File: src/rtl/iter_muldiv_unit.sv
// Iterative 64-bit MUL/UMULH/UDIV/SDIV unit: one shift-add or restoring-divide step per cycle.
// Optional macro MULDIV_EARLY_OUT_EN finishes zero-operand cases in one cycle.
module iter_muldiv_unit #(
  parameter int WIDTH  = 64,
  parameter int ADDR_W = 5
) (
  input  logic              clk,
  input  logic              reset,
  input  logic              start,
  input  logic [1:0]        op,
  input  logic [WIDTH-1:0]  op_a,
  input  logic [WIDTH-1:0]  op_b,
  input  logic [ADDR_W-1:0] dst,
  output logic              busy,
  output logic              done,
  output logic              wb_we,
  output logic [ADDR_W-1:0] wb_wa,
  output logic [WIDTH-1:0]  wb_wd
);

  localparam int CNT_W = $clog2(WIDTH + 1);
  localparam logic [1:0] OP_SDIV = 2'b11;

  typedef enum logic [1:0] {S_IDLE, S_RUN, S_FIXUP, S_DONE} state_t;

  state_t              state_q, state_d;
  logic [CNT_W-1:0]    cnt_q, cnt_d;
  logic [1:0]          op_q, op_d;
  logic [ADDR_W-1:0]   dst_q, dst_d;
  logic [WIDTH-1:0]    hi_q, hi_d;    // product high half / partial remainder
  logic [WIDTH-1:0]    lo_q, lo_d;    // multiplier bits / quotient bits
  logic [WIDTH-1:0]    opnd_q, opnd_d; // multiplicand / divisor magnitude
  logic                neg_q, neg_d;
  logic                bzero_q, bzero_d;
  logic [WIDTH-1:0]    wd_q, wd_d;

  logic                accept;
  logic                early;
  logic [WIDTH:0]      mul_sum;
  logic [WIDTH:0]      div_shift;
  logic [WIDTH:0]      div_diff;

  function automatic logic [WIDTH-1:0] magnitude(input logic signed [WIDTH-1:0] v);
    return v[WIDTH-1] ? $unsigned(-v) : $unsigned(v);
  endfunction

  function automatic logic [WIDTH-1:0] apply_sign(input logic [WIDTH-1:0] mag, input logic neg);
    return neg ? (~mag + 1'b1) : mag;
  endfunction

  always_comb begin
    state_d   = state_q;
    cnt_d     = cnt_q;
    op_d      = op_q;
    dst_d     = dst_q;
    hi_d      = hi_q;
    lo_d      = lo_q;
    opnd_d    = opnd_q;
    neg_d     = neg_q;
    bzero_d   = bzero_q;
    wd_d      = wd_q;
    accept    = start && (state_q == S_IDLE || state_q == S_DONE);
    mul_sum   = {1'b0, hi_q} + (lo_q[0] ? {1'b0, opnd_q} : '0);
    div_shift = {hi_q, lo_q[WIDTH-1]};
    div_diff  = div_shift - {1'b0, opnd_q};
`ifdef MULDIV_EARLY_OUT_EN
    early     = (op_a == '0) || (op_b == '0);
`else
    early     = 1'b0;
`endif

    case (state_q)
      S_IDLE, S_DONE: begin
        if (accept) begin
          op_d    = op;
          dst_d   = dst;
          cnt_d   = CNT_W'(WIDTH);
          hi_d    = '0;
          bzero_d = (op_b == '0);
          neg_d   = (op == OP_SDIV) && (op_a[WIDTH-1] ^ op_b[WIDTH-1]);
          if (!op[1]) begin
            lo_d   = op_b;
            opnd_d = op_a;
          end else if (op == OP_SDIV) begin
            lo_d   = magnitude(op_a);
            opnd_d = magnitude(op_b);
          end else begin
            lo_d   = op_a;
            opnd_d = op_b;
          end
          if (early) begin
            wd_d    = '0;
            state_d = S_DONE;
          end else begin
            state_d = S_RUN;
          end
        end else begin
          state_d = S_IDLE;
        end
      end
      S_RUN: begin
        cnt_d = cnt_q - 1'b1;
        if (!op_q[1]) begin
          hi_d = mul_sum[WIDTH:1];
          lo_d = {mul_sum[0], lo_q[WIDTH-1:1]};
        end else if (!div_diff[WIDTH]) begin
          hi_d = div_diff[WIDTH-1:0];
          lo_d = {lo_q[WIDTH-2:0], 1'b1};
        end else begin
          hi_d = div_shift[WIDTH-1:0];
          lo_d = {lo_q[WIDTH-2:0], 1'b0};
        end
        if (cnt_q == CNT_W'(1)) state_d = S_FIXUP;
      end
      S_FIXUP: begin
        // Most-negative / -1 needs no special case: its magnitude quotient already is 0x8000...
        case (op_q)
          2'b00:   wd_d = lo_q;
          2'b01:   wd_d = hi_q;
          default: wd_d = bzero_q ? '0 : apply_sign(lo_q, neg_q);
        endcase
        state_d = S_DONE;
      end
      default: state_d = S_IDLE;
    endcase
  end

  always_ff @(posedge clk) begin
    if (!reset) begin
      state_q <= S_IDLE;
      cnt_q   <= '0;
      op_q    <= '0;
      dst_q   <= '0;
      hi_q    <= '0;
      lo_q    <= '0;
      opnd_q  <= '0;
      neg_q   <= 1'b0;
      bzero_q <= 1'b0;
      wd_q    <= '0;
    end else begin
      state_q <= state_d;
      cnt_q   <= cnt_d;
      op_q    <= op_d;
      dst_q   <= dst_d;
      hi_q    <= hi_d;
      lo_q    <= lo_d;
      opnd_q  <= opnd_d;
      neg_q   <= neg_d;
      bzero_q <= bzero_d;
      wd_q    <= wd_d;
    end
  end

  assign busy  = (state_q == S_RUN) || (state_q == S_FIXUP);
  assign done  = (state_q == S_DONE);
  assign wb_we = done;
  assign wb_wa = dst_q;
  assign wb_wd = wd_q;

endmodule

File: config.mk
export PLATFORM = sky130hd
export DESIGN_NAME = iter_muldiv_unit
export DESIGN_NICKNAME = d
export VERILOG_FILES = /design/src/rtl/iter_muldiv_unit.sv
export SDC_FILE = /design/constraint.sdc
export NUM_CORES = 1
export LEC_CHECK = 0
export BUFFER_PORTS_ARGS = -buffer_cell sky130_fd_sc_hd__buf_2
export CAP_MARGIN = 10
export CELL_PAD_IN_SITES_DETAIL_PLACEMENT = 0
export CELL_PAD_IN_SITES_GLOBAL_PLACEMENT = 1
export CORE_MARGIN = 5
export CORE_UTILIZATION = 49
export CTS_CLUSTER_SIZE = 12
export DETAILED_ROUTE_END_ITERATION = 10
export PLACE_DENSITY = 0.85
export SYNTH_ARGS = -nofsm -noshare
export SYNTH_HDL_FRONTEND = slang
export SYNTH_SLANG_ARGS = --single-unit
File: constraint.sdc
create_clock -name clk -period 7.9 [get_ports clk]
set_clock_uncertainty 0.1 [all_clocks]
set_input_delay 1.58 -clock clk [delete_from_list [all_inputs] [get_ports clk]]
set_output_delay 1.58 -clock clk [all_outputs]
set_load 0.02 [all_outputs]
==> results summary <==
The flow ran to the end, and the final reports show no timing, DRC or antenna violations. The area of the die came out at 57,300 um^2. The insertion delay of the later-clocked pin in the worst-skew pair came out at 600 ps.

The top fanout value on the critical path is 28. The power density over the cells came out at 279 nW/um^2. The maximum ir drop on the vdd rail is 0.185 mV.

TritonCTS built the clock tree. The number of violations of the max-capacitance limit came out at 0. The total wire length is between 100,000 and 150,000 um. Clock tree synthesis found a total of 274 sinks. The transition time at the pin with the least slew margin is 1270 ps. At the worst endpoint, the arrival time is 5790 ps. The area of the multi-input gates is about 19,000 um^2.

Summed over all cells, the static leakage comes to around 11 nW. The number of different library cells used by synthesis comes to just over 90. The via count of the first global-routing pass came to approximately 25,000. The area growth from synthesis to layout came out at 8.51%.

Headroom to the max-slew limit came out at 14.9%. The count of nets left with antenna violations once routing finished came out at 0. The synthesized net count is between 3,000 and 4,000. Setup total negative slack on the finished layout was measured at 0 ps. The cell row count is 84.

Entering global routing, the biggest net connects 102 pins. The final critical path takes up roughly 70% of the cycle. The number of buffers added to fix hold violations after cts is 0. The path class of the tightest hold or removal check is reg -> reg.

The count of unresolved DRC violations after routing is 0. The number of port buffers is 209. The routed via count is 27,800. Dividing the detail-routed via count by the number of cells gives 6.47. The clock-pin slew reported for the worst setup and hold paths after clock tree synthesis came out at about 60 ps. The average footprint of a synthesized cell is 7.19 um^2.

The flop and latch count out of synthesis is 274. In this run the cell area of the synthesized design comes to ~26,000 um^2. In the synthesized netlist the dominant register cell turns out to be sky130_fd_sc_hd__dfxtp_1.

The cell sitting at the root of the clock tree is a sky130_fd_sc_hd__clkbuf_16. The number of gates resized after cts is 0. The number of buffers created by CTS came out at 30. Sorting the synthesized cells by how often they occur yields sky130_fd_sc_hd__nor2_1 (436), sky130_fd_sc_hd__a21oi_1 (372), sky130_fd_sc_hd__nand2_1 (321).

The core area is approximately 52,000 um^2. The congestion estimate from routability-driven global placement came to 1.01. The count of routing violations after the opening detailed-route iteration came out at 3,171. The overall overflow remaining after global route is 0. For this run, the number of Yosys warnings is 0. Setup violations remaining at the end of the flow were counted as 0. The cell count after placement is 4,251. The routed wirelength normalized by instance count is 23.6 um. The area share of the leading cell type in the synthesized netlist is 21.3%.

The first global-routing pass estimated 152,000 um of wire. For this run, the share of the core covered by cells in the final layout is ~53%. The total count of hold-check failures in the final report came out at 0. The worst-case register-to-register setup slack is 2470 ps. Synthesis handed over a netlist of between 3,000 and 4,000 instances. No sink is reached through more buffers than the 3 on the longest clock path. STA classifies the critical path startpoint as a flop.

The number of H-tree levels came out at 1. Setup repair after global routing left no endpoint under its margin. The share of cells above drive strength 1 is slightly above 10%. The vertical die dimension is 239 um. The category of the most critical setup path is reg -> reg. The biggest area contributor in the post-synthesis netlist is sky130_fd_sc_hd__dfxtp_1.

After the last flow step, the layout net total stands at 3,871. The number of antenna repair diodes is 0. After layout, the minimum clock period comes to 5430 ps. STA classifies the critical path endpoint as a flop. The most common cell in the synthesized netlist is sky130_fd_sc_hd__nor2_1. Global routing consumed, over all layers together, 33.3% of the routing resources. The effective utilization at floorplan is 49.2%. The maximum clock frequency came out at 184 MHz. The post-CTS setup buffer count came out at 0. The HPWL reported at the end of detailed placement is 78,300 um. Pin placement for this block handled 210 I/O pins. The number of enable-type register cells in the synthesized netlist came out at 0. The max-slew violation count came out at 0. At the worst endpoint, the required time is 8260 ps.

Ranked by total cell area, the synthesized netlist is headed by sky130_fd_sc_hd__dfxtp_1 (21%), sky130_fd_sc_hd__a21oi_1 (7.2%), sky130_fd_sc_hd__ha_1 (6.6%). The count of non-filler cells in the finished layout is 4,301. The number of optimization iterations in the first detailed-route pass came out at 6. The number of antenna violations at the first check in global routing came out at 2. The register area came out at roughly 5500 um^2. The proportion of register bits with asynchronous set or reset after synthesis is 0%. The die outline width is 239 um. Summing the sequential cell areas from Yosys gives 21.3% of the chip area. The number of filler cells placed in the layout came out at about 5,200.
cells in the final DEF, fill, tap and decap left out, drive strengths merged, types with 57 or more instances in the layout:
master,netlist,routed
mux2i,145,145
a211oi,92,92
nand2,322,322
a21oi,374,374
o21ai,286,286
a21o,74,74
xor2,141,141
ha,136,136
nor2,437,437
xnor2,135,135
inv,122,123
o221ai,57,57
dfxtp,274,274
buf,48,244
nor3,69,69
area by class of cell:
class / instances / share of cell area [%]
tap: 688 / 3.08
inverter: 122 / 1.66
multi-input combinational: 2923 / 67.4
sequential: 274 / 19.6
timing repair buffer: 244 / 4.70
clock inverter: 8 / 0.344
clock buffer: 42 / 3.17
cell families after synthesis:
logic type	Yosys count	share of synthesized area, %
and+or+nand+nor	1123	20.0
buffers and inverters	389	5.87
adders and majority gates	138	6.76
DFF	274	21.3
xor gates and xnor gates	276	9.38
AOI/OAI and AO/OA	1223	30.3
muxes	163	6.42
per-layer routing:
metal / global-route usage (%) / up-vias / wire (um)
met5: 0 / - / 27
met4: 6.66 / 4 / 2200
li1: - / 13100 / -
met3: 6.25 / 153 / 10400
met2: 46.7 / 1393 / 41100
met1: 52.7 / 13200 / 47800
stage by stage:
step | hold slack, ps | power (mW) | worst slack (ps) | cell area [um^2]
floorplan | 344 | 4.95 | 3550 | 25800
global placement | 342 | 6.21 | 2640 | 27000
detailed placement | 349 | 6.26 | 2520 | 27000
CTS | 358 | 7.71 | 2520 | 28000
global route | 381 | 8.25 | 2220 | 28000
finish | 356 | 7.82 | 2470 | 28000
worst max-delay path, stage by stage, from the launching register on:
cell and delay [ps]:
sky130_fd_sc_hd__dfxtp_1 390, sky130_fd_sc_hd__inv_1 140, sky130_fd_sc_hd__ha_1 260, sky130_fd_sc_hd__fa_1 420, sky130_fd_sc_hd__nand2b_1 180, sky130_fd_sc_hd__a21oi_1 230, sky130_fd_sc_hd__o21ai_0 220, sky130_fd_sc_hd__a21oi_1 280
sky130_fd_sc_hd__o311ai_1 270, sky130_fd_sc_hd__a31oi_1 480, sky130_fd_sc_hd__a31oi_1 260, sky130_fd_sc_hd__xnor2_2 470, sky130_fd_sc_hd__buf_4 510, sky130_fd_sc_hd__buf_4 480, sky130_fd_sc_hd__mux2_2 390, sky130_fd_sc_hd__a21oi_1 140
sky130_fd_sc_hd__o21ai_0 80
flip-flops by register name, indices dropped and copies added, names as in the netlist:
signal,flops
op_q,2
opnd_q,64
lo_q,64
wb_wd,64
wb_wa,5
neg_q,1
cnt_q,7
state_q,2
bzero_q,1
hi_q,64
path summary, 6_finish.rpt:
kind	startpoint	end	cells after the start
worst max-delay path	lo_q[63]	hi_q[41]	16
worst min-delay path	wb_wa[2]	wb_wa[2]	2
worst max register to register	lo_q[63]	hi_q[41]	16
worst min register to register	wb_wa[2]	wb_wa[2]	2
report_power, final:
group / internal [mW] / leakage, nW / switching [mW]
Combinational: 1.39 / 8.24 / 2.71
Clock: 0.838 / 0.486 / 0.617
Sequential: 1.73 / 2.24 / 0.537
Total: 3.96 / 11.0 / 3.86
Note: power is estimated with default switching activity, not from simulation.
